===== config.mk =====
export PLATFORM = sky130hd
export DESIGN_NAME = dmem_access_ctrl
export DESIGN_NICKNAME = d
export VERILOG_FILES = /design/src/rtl/dmem_access_ctrl.sv
export SDC_FILE = /design/constraint.sdc
export NUM_CORES = 1
export LEC_CHECK = 0
export CAP_MARGIN = 20
export CORE_MARGIN = 2
export CORE_UTILIZATION = 50
export DETAILED_ROUTE_END_ITERATION = 8
export GPL_TIMING_DRIVEN = 0
export PLACE_DENSITY = 0.87
export SLEW_MARGIN = 5
export SYNTH_ARGS = -nofsm -noshare
export SYNTH_HDL_FRONTEND = slang
export SYNTH_SLANG_ARGS = --single-unit

===== constraint.sdc =====
create_clock -name clk -period 13.9 [get_ports clk]
set_clock_uncertainty 0.2 [all_clocks]
set_input_delay 1.39 -clock clk [delete_from_list [all_inputs] [get_ports clk]]
set_output_delay 1.39 -clock clk [all_outputs]
set_load 0.02 [all_outputs]

===== src/rtl/dmem_access_ctrl.sv =====
// dmem_access_ctrl
//   Shares the single MEM-stage data memory port between the pipeline
//   load/store unit (CPU) and a word-only loader/DMA port. Aligns addresses,
//   performs byte/half loads with sign/zero extension, and turns sub-word
//   stores into read-modify-write because the memory always writes 4 bytes.
//
// Ports
//   clk, reset                 : rising-edge clock, synchronous active-high reset
//   cpu_req/we/size/unsigned   : CPU request (size 00 byte, 01 half, 10 word)
//   cpu_addr, cpu_wdata        : CPU byte address, right-justified store data
//   cpu_gnt/done/rvalid/err    : CPU single-cycle status pulses
//   cpu_rdata                  : CPU extended load data (held until next load)
//   dma_req/we/addr/wdata      : DMA word request
//   dma_gnt/done/rvalid/err    : DMA status pulses, dma_rdata load data
//   mem_address/writeData      : word-aligned memory address, write data
//   mem_read, mem_write        : memory strobes (never both high)
//   mem_data_in                : combinational memory read data
module dmem_access_ctrl #(
  parameter int MEM_BYTES    = 128,
  parameter int DMA_MAX_WAIT = 4
) (
  input  logic        clk,
  input  logic        reset,
  input  logic        cpu_req,
  input  logic        cpu_we,
  input  logic [1:0]  cpu_size,
  input  logic        cpu_unsigned,
  input  logic [31:0] cpu_addr,
  input  logic [31:0] cpu_wdata,
  output logic        cpu_gnt,
  output logic        cpu_done,
  output logic        cpu_rvalid,
  output logic [31:0] cpu_rdata,
  output logic        cpu_err,
  input  logic        dma_req,
  input  logic        dma_we,
  input  logic [31:0] dma_addr,
  input  logic [31:0] dma_wdata,
  output logic        dma_gnt,
  output logic        dma_done,
  output logic        dma_rvalid,
  output logic        dma_err,
  output logic [31:0] dma_rdata,
  output logic [31:0] mem_address,
  output logic [31:0] mem_writeData,
  output logic        mem_read,
  output logic        mem_write,
  input  logic [31:0] mem_data_in
);

  localparam int WCW = (DMA_MAX_WAIT < 1) ? 1 : $clog2(DMA_MAX_WAIT + 1);

  typedef enum logic [1:0] {IDLE, ACCESS, RMW_RD, RMW_WR} state_t;

  state_t         state;
  logic [WCW-1:0] wait_cnt;

  logic [31:0] addr_p1;
  logic [31:0] wdata_p1;
  logic [1:0]  size_p1;
  logic        we_p1;
  logic        uns_p1;
  logic        own_dma_p1;
  logic        err_p1;

  logic [31:0] merge_p2;
  logic [31:0] cpu_rdata_p2;
  logic [31:0] dma_rdata_p2;
  logic        cpu_rv_p2;
  logic        dma_rv_p2;

  logic        arb_any;
  logic        arb_dma;
  logic [31:0] sel_addr;
  logic [31:0] sel_wdata;
  logic [1:0]  sel_size;
  logic        sel_we;
  logic        sel_uns;
  logic        sel_bad;
  logic [31:0] load_val;

  function automatic logic [WCW-1:0] sat_inc(input logic [WCW-1:0] v);
    return (v == WCW'(DMA_MAX_WAIT)) ? v : v + WCW'(1);
  endfunction

  function automatic logic is_illegal(input logic [31:0] a, input logic [1:0] sz);
    logic bad;
    bad = (a > 32'(MEM_BYTES - 4));
    case (sz)
      2'b00:   bad = bad;
      2'b01:   bad = bad | a[0];
      2'b10:   bad = bad | (a[1:0] != 2'b00);
      default: bad = 1'b1;
    endcase
    return bad;
  endfunction

  function automatic logic [31:0] ext_load(input logic [31:0] w, input logic [1:0] lo,
                                           input logic [1:0] sz, input logic uns);
    logic [7:0]  b;
    logic [15:0] h;
    b = 8'(w >> {lo, 3'b000});
    h = lo[1] ? w[31:16] : w[15:0];
    case (sz)
      2'b00:   return uns ? {24'b0, b} : {{24{b[7]}}, b};
      2'b01:   return uns ? {16'b0, h} : {{16{h[15]}}, h};
      default: return w;
    endcase
  endfunction

  // Little-endian lane replacement of the read-back word.
  function automatic logic [31:0] merge_lane(input logic [31:0] old, input logic [31:0] wd,
                                             input logic [1:0] lo, input logic [1:0] sz);
    logic [31:0] mask;
    logic [31:0] val;
    case (sz)
      2'b00: begin
        mask = 32'h0000_00FF << {lo, 3'b000};
        val  = {24'b0, wd[7:0]} << {lo, 3'b000};
      end
      2'b01: begin
        mask = 32'h0000_FFFF << {lo[1], 4'b0000};
        val  = {16'b0, wd[15:0]} << {lo[1], 4'b0000};
      end
      default: begin
        mask = 32'hFFFF_FFFF;
        val  = wd;
      end
    endcase
    return (old & ~mask) | (val & mask);
  endfunction

  // Arbitration: CPU has priority until DMA has lost DMA_MAX_WAIT times in a row.
  always_comb begin
    arb_any   = cpu_req | dma_req;
    arb_dma   = dma_req & (~cpu_req | (wait_cnt == WCW'(DMA_MAX_WAIT)));
    sel_addr  = arb_dma ? dma_addr  : cpu_addr;
    sel_wdata = arb_dma ? dma_wdata : cpu_wdata;
    sel_we    = arb_dma ? dma_we    : cpu_we;
    sel_size  = arb_dma ? 2'b10     : cpu_size;
    sel_uns   = arb_dma ? 1'b0      : cpu_unsigned;
    sel_bad   = is_illegal(sel_addr, sel_size);
  end

  assign load_val = ext_load(mem_data_in, addr_p1[1:0], size_p1, uns_p1);

  always_ff @(posedge clk) begin
    if (reset) begin
      state        <= IDLE;
      wait_cnt     <= '0;
      own_dma_p1   <= 1'b0;
      err_p1       <= 1'b0;
      cpu_rv_p2    <= 1'b0;
      dma_rv_p2    <= 1'b0;
      cpu_rdata_p2 <= '0;
      dma_rdata_p2 <= '0;
    end else begin
      cpu_rv_p2 <= 1'b0;
      dma_rv_p2 <= 1'b0;
      case (state)
        // p1: latch the winning request at acceptance
        IDLE: begin
          if (arb_any) begin
            addr_p1    <= sel_addr;
            wdata_p1   <= sel_wdata;
            size_p1    <= sel_size;
            we_p1      <= sel_we;
            uns_p1     <= sel_uns;
            own_dma_p1 <= arb_dma;
            err_p1     <= sel_bad;
            if (arb_dma)
              wait_cnt <= '0;
            else if (dma_req)
              wait_cnt <= sat_inc(wait_cnt);
            state <= (!sel_bad && sel_we && sel_size != 2'b10) ? RMW_RD : ACCESS;
          end
        end
        // p2: register extended load data for the owning requester
        ACCESS: begin
          if (!err_p1 && !we_p1) begin
            if (own_dma_p1) begin
              dma_rdata_p2 <= load_val;
              dma_rv_p2    <= 1'b1;
            end else begin
              cpu_rdata_p2 <= load_val;
              cpu_rv_p2    <= 1'b1;
            end
          end
          state <= IDLE;
        end
        // p2: capture the old word for the merge
        RMW_RD: begin
          merge_p2 <= mem_data_in;
          state    <= RMW_WR;
        end
        RMW_WR:  state <= IDLE;
        default: state <= IDLE;
      endcase
    end
  end

  // Outputs are forced low while reset is held so an in-flight store is dropped.
  always_comb begin
    cpu_gnt       = 1'b0;
    dma_gnt       = 1'b0;
    cpu_done      = 1'b0;
    dma_done      = 1'b0;
    cpu_err       = 1'b0;
    dma_err       = 1'b0;
    cpu_rvalid    = 1'b0;
    dma_rvalid    = 1'b0;
    mem_address   = '0;
    mem_writeData = '0;
    mem_read      = 1'b0;
    mem_write     = 1'b0;
    if (!reset) begin
      if (state != IDLE)
        mem_address = {addr_p1[31:2], 2'b00};
      case (state)
        IDLE: begin
          cpu_gnt = arb_any & ~arb_dma;
          dma_gnt = arb_dma;
        end
        ACCESS: begin
          if (err_p1) begin
            cpu_err  = ~own_dma_p1;
            dma_err  = own_dma_p1;
            cpu_done = ~own_dma_p1;
            dma_done = own_dma_p1;
          end else if (we_p1) begin
            mem_write     = 1'b1;
            mem_writeData = wdata_p1;
            cpu_done      = ~own_dma_p1;
            dma_done      = own_dma_p1;
          end else begin
            mem_read = 1'b1;
          end
        end
        RMW_RD: mem_read = 1'b1;
        RMW_WR: begin
          mem_write     = 1'b1;
          mem_writeData = merge_lane(merge_p2, wdata_p1, addr_p1[1:0], size_p1);
          cpu_done      = ~own_dma_p1;
          dma_done      = own_dma_p1;
        end
        default: mem_read = 1'b0;
      endcase
      cpu_rvalid = cpu_rv_p2;
      dma_rvalid = dma_rv_p2;
      cpu_done   = cpu_done | cpu_rv_p2;
      dma_done   = dma_done | dma_rv_p2;
    end
  end

  assign cpu_rdata = reset ? '0 : cpu_rdata_p2;
  assign dma_rdata = reset ? '0 : dma_rdata_p2;

endmodule


# Word-level counts from Yosys, hierarchy flattened
# Index checks and enable logic that the tools add are counted.
[op_classes]
eq_ne = 10
bitwise_logic = 18
addsub = 1
order_cmp = 1
n_reduce_logical = 20
shift = 5
mux = 61
[ops]
columns = ["operator", "n"]
rows = [
  ["$mux 32", 15],
  ["$pmux 32 s2", 4],
  ["$and 32x32->32", 2],
  ["$gt 32x7->1 const B", 1],
  ["$not 32->32", 1],
  ["$or 32x32->32", 1],
  ["$shl 16x5->32", 1],
  ["$shl 16x5->32 const A", 1],
  ["$shl 8x5->32", 1],
  ["$shl 8x5->32 const A", 1],
  ["$shr 32x5->8", 1],
  ["$mux 1", 29],
  ["$mux 16", 1],
  ["$mux 3", 3],
  ["$reduce_and 3->1", 3],
  ["$pmux 1 s2", 4],
  ["$eq 2x1->1 const B", 3],
  ["$eq 2x2->1 const B", 3],
  ["$logic_not 2->1", 3],
  ["$mux 2", 3],
  ["$ne 2x2->1 const B", 3],
  ["$not 1->1", 6],
  ["$or 1x1->1", 6],
  ["$pmux 2 s3", 1],
  ["11 further kinds", 19],
]
[totals]
wordCells = 130
register_bits = 173
in_bits = 169

# Depth between registers and ports, before layout
[depth]
depth_word = 13
ltp_mapped = 13

# Least setup slack after synthesis
# OpenSTA, ideal clock, no wires.
[synth_timing]
kind = "input-to-reg"
start = "input port reset"
end = "register addr_p1[0] (enable)"
cell_stages = 3
t_arrival_ns = 4.647
setup_slack_ns = 8.558
cell_sequence = "clkbuf_1 -> clkbuf_1 -> nor2_1"
[synth_between]
elab_chain_cells = 2
[synth_lines]
columns = ["element", "line_no", "text"]
rows = [
  ["start: declaration", "23", "input logic reset,"],
  ["$not 1->1 (no source line)", "n/a", ""],
  ["$reduce_and 3->1 (no source line)", "n/a", ""],
  ["end signal: assignment", "164", "addr_p1 <= sel_addr;"],
  ["end: declaration", "58", "logic [31:0] addr_p1;"],
]
# No other way between the ends.
# A chain may end at the register's enable or synchronous reset.

# Worst setup path in the final report
[layout_timing]
start = "input port cpu_req"
end = "output port dma_gnt"
[layout_between]
elab_chain_cells = 5
[layout_lines]
columns = ["element", "line_no", "text"]
rows = [
  ["start: declaration", "24", "input logic cpu_req,"],
  ["$not 1->1", "136", "arb_dma = dma_req & (~cpu_req | (wait_cnt == WCW'(DMA_MAX_WAIT)));"],
  ["$or 1x1->1", "136", ""],
  ["$and 1x1->1", "136", ""],
  ["$mux 1", "219", "case (state)"],
  ["$mux 1", "216", "if (!reset) begin"],
  ["end: declaration", "39", "output logic dma_gnt,"],
]
# No other way between the ends.

==> key figures <==
Clock network
  • Clock Path Buffers: 2
  • Cts hold-fix bufs: 0
  • CTS tree: done
  • Post-CTS resize count: 0
  • Clock slew at reported path FFs: 0.07 ns
  • Clk_lat worst skew: 0.44 ns
  • Setup bufs post-CTS: 0
  • Htree depth: 4
  • Clock sinks: 173
  • TritonCTS Buffers: 17
  • Root buf cell: clkbuf_16

Synth
  • Synthesized area: 9150 sq um
  • Seq cells post-synth: between 150 and 200
  • Post-synth cell types: 56
  • Post-synth top area share: 0.328
  • Syn Area/Cell: 9.68 sq um
  • Leading area contributor after synthesis: edfxtp_1
  • Synth top area cells: edfxtp_1 33%, dfxtp_1 16%, nand2_1 6.9%
  • Post-Syn Instances: 945
  • Ys flop type: edfxtp_1
  • Async set-or-reset flop fraction in the synthesized netlist: 0
  • Most frequent cell after synthesis: nand2_1
  • Sequential area share after synthesis: 0.488
  • Commonest cells post-synth: 168 x nand2_1, 100 x edfxtp_1, 97 x nor2_1
  • Post-synth EDFFs: 100
  • Synth warnings: 0

Power
  • P_int: between 1 and 1.5 mW
  • Maximum VDD drop: 0.0975 mV
  • Static leakage: 4.71 nW
  • Switching Fraction: 0.284
  • Overall Power: 1.45 mW
  • PD cells: 110 nW/um^2
  • Psw: 0.412 mW
  • Comb power frac: 0.233
  • Clock share of power: 0.348
  • Sequential power share: 0.419

Routing
  • DRT iter0 DRCs: 1047
  • Routed Wire Length: approximately 31 mm
  • Vias per std cell: 5.85
  • TritonRoute pass-1 iters: 8
  • DR DRC count: 0
  • Final ANT Viol Nets: 0
  • Via count: 8850
  • WL/cell: 20.7 microns

Die
  • Io pins: 307
  • Initial Utilization: 0.509
  • Core ar.: 18000 sq um
  • Die X: between 100 and 150 microns
  • Die ar.: a little under 20000 sq um
  • Cell row count: 49
  • Die Ht: 139 microns

Critical path
  • Worst path required time: about 12 ns
  • Worst Path Max Fanout: 10
  • Critical Path Start: cpu_req
  • Crit start category: input port
  • Critical Path AT: roughly 4.0 ns
  • Setup crit end kind: output port
  • Worst R2R End: state[0]
  • FF-to-FF Start: wait_cnt[0]
  • FF-to-FF path depth: 13
  • CP Capture Point: dma_gnt
  • Critical path class: in2out
  • R2R setup slack: 10.40 ns

Timing
  • Max-slew violations: 0
  • # setup viols final: 0
  • F_max: 0.178 GHz
  • Period minus WS final: 5.62 ns
  • Final cycle utilization of the critical path: 0.404
  • Total Neg Setup Slack: 0 ns
  • Normalized max-slew margin: 0.379
  • Slew @ Worst Pin: 0.930 ns
  • WHS: around 0.28 ns
  • Final Hold Viols: 0
  • RSZ-0062 raised after global routing: false

Global routing
  • M2 GR Usage: 0.506
  • Routing usage on met3: 0.0860
  • Busiest layer in global routing: met2
  • Grt ovf: 0
  • First-pass GRT wire length: 47.5 mm
  • Vias in the first global route: approximately 8700
  • Antenna violations before repair: 1
  • GRT Resource Usage Total: 0.318
  • Grt met1 use: 0.400
  • Largest net degree at the start of global routing: 36

Placed design
  • Port Buffers: 303
  • Routability congestion estimate: 0.936
  • DP Wirelength: 23.9 mm
  • Dpl cells: 1480

Cells and area
  • Synthesis-to-finish area growth: 43.9%
  • Fraction of layout cells with a size suffix above 1: 0.0896
  • Post-route insts no fill: 1512
  • Fill cells: ~1300
  • ANT cells: 0
  • Final #Nets: 1448

Outcome
  • Outcome: completed

Worst hold path
  • Min-delay worst type: reg2reg

Flow run
  • Max-cap violations: 0
==> critical path, stage by stage <==
cell and delay, ns:
clkdlybuf4s50_1 0.59, a21bo_2 0.29, nand2_1 0.22, clkbuf_1 0.46
clkbuf_1 0.42, nor2_1 0.09, clkdlybuf4s50_1 0.55
==> metal layers <==
| layer | vias to the layer above | wire (microns) |
|---|---|---|
| met3 | 127 | 3280 |
| met4 | 0 | 1540 |
| met5 | - | 0 |
| met1 | 4124 | 11900 |
| met2 | 576 | 14500 |
| li1 | 4023 | - |
==> power groups by stage <==
stage | combinational, mW | sequential (mW) | clock [mW]
after global placement | 0.321 | 0.621 | 0
after detailed placement | 0.331 | 0.618 | 0
final | 0.338 | 0.609 | 0.506
after floorplan | 0.182 | 0.610 | 0
after global routing | 0.361 | 0.611 | 0.530
after CTS | 0.334 | 0.608 | 0.509
==> cells by family (layout without fill, tap and decap cells) <==
family / Yosys count / after routing / share of synthesized area
AND/OR/NAND/NOR: 437 / 437 / 0.227
flip-flops: 173 / 173 / 0.488
buffers and inverters: 84 / 421 / 0.0392
AO/OA/AOI/OAI: 191 / 191 / 0.162
other: 1 / 2 / 0.000410
multiplexers: 50 / 50 / 0.0715
adder cells (fa/ha/maj): 9 / 9 / 0.0123
==> cell type report <==
cell class                      count  area (sq um)  share of cell area
Clock buffer                       21           514              0.0391
Sequential cell                   173          4460               0.339
Inverter                           12          45.0             0.00342
Tap cell                          229           287              0.0218
Buffer                             72           314              0.0239
Multi-Input combinational cell    689          4350               0.330
Timing Repair Buffer              305          3070               0.233
Clock inverter                     11           124             0.00941
==> worst min-delay path by stage <==
stage                  endpoint              from  slack, ns  cells after the start
3_5_place_dp    dma_rdata_p2[7]   dma_rdata_p2[7]       0.24                      2
3_3_place_gp   dma_rdata_p2[15]  dma_rdata_p2[15]       0.24                      2
5_1_grt         dma_rdata_p2[7]   dma_rdata_p2[7]       0.31                      2
4_1_cts         dma_rdata_p2[7]   dma_rdata_p2[7]       0.28                      2
6_report        dma_rdata_p2[7]   dma_rdata_p2[7]       0.28                      2
2_1_floorplan  cpu_rdata_p2[15]  cpu_rdata_p2[15]       0.23                      2
==> cells in the final DEF (no fill, tap or decap), types with 26 or more instances in the layout <==
| cell type | netlist | layout |
|---|---|---|
| a21oi_1 | 27 | 27 |
| a22oi_1 | 26 | 26 |
| and2_1 | 33 | 33 |
| clkbuf_1 | 51 | 51 |
| clkdlybuf4s50_1 | 0 | 303 |
| dfxtp_1 | 73 | 73 |
| edfxtp_1 | 100 | 100 |
| mux2_2 | 39 | 39 |
| nand2_1 | 168 | 168 |
| nor2_1 | 97 | 96 |
| nor2b_1 | 93 | 92 |
==> per-stage QoR <==
| step | setup WS [ns] | utilization | cell area [sq um] |
|---|---|---|---|
| 4_1_cts | 8.28 | 0.733 | 13200 |
| 2_1_floorplan | 8.56 | - | 9160 |
| 3_5_place_dp | 8.31 | 0.697 | 12500 |
| 3_3_place_gp | 6.59 | 0.694 | 12500 |
| 5_1_grt | 8.11 | 0.733 | 13200 |
| 6_report | 8.28 | 0.733 | 13200 |
==> state kept, by name, summed over array words and instances (netlist names) <==
register	count
addr_p1	32
cpu_rdata_p2	32
cpu_rv_p2	1
dma_rdata_p2	32
dma_rv_p2	1
err_p1	1
merge_p2	32
own_dma_p1	1
size_p1	2
state	2
uns_p1	1
wait_cnt	3
wdata_p1	32
we_p1	1
Note: power is estimated with default switching activity, not from simulation.
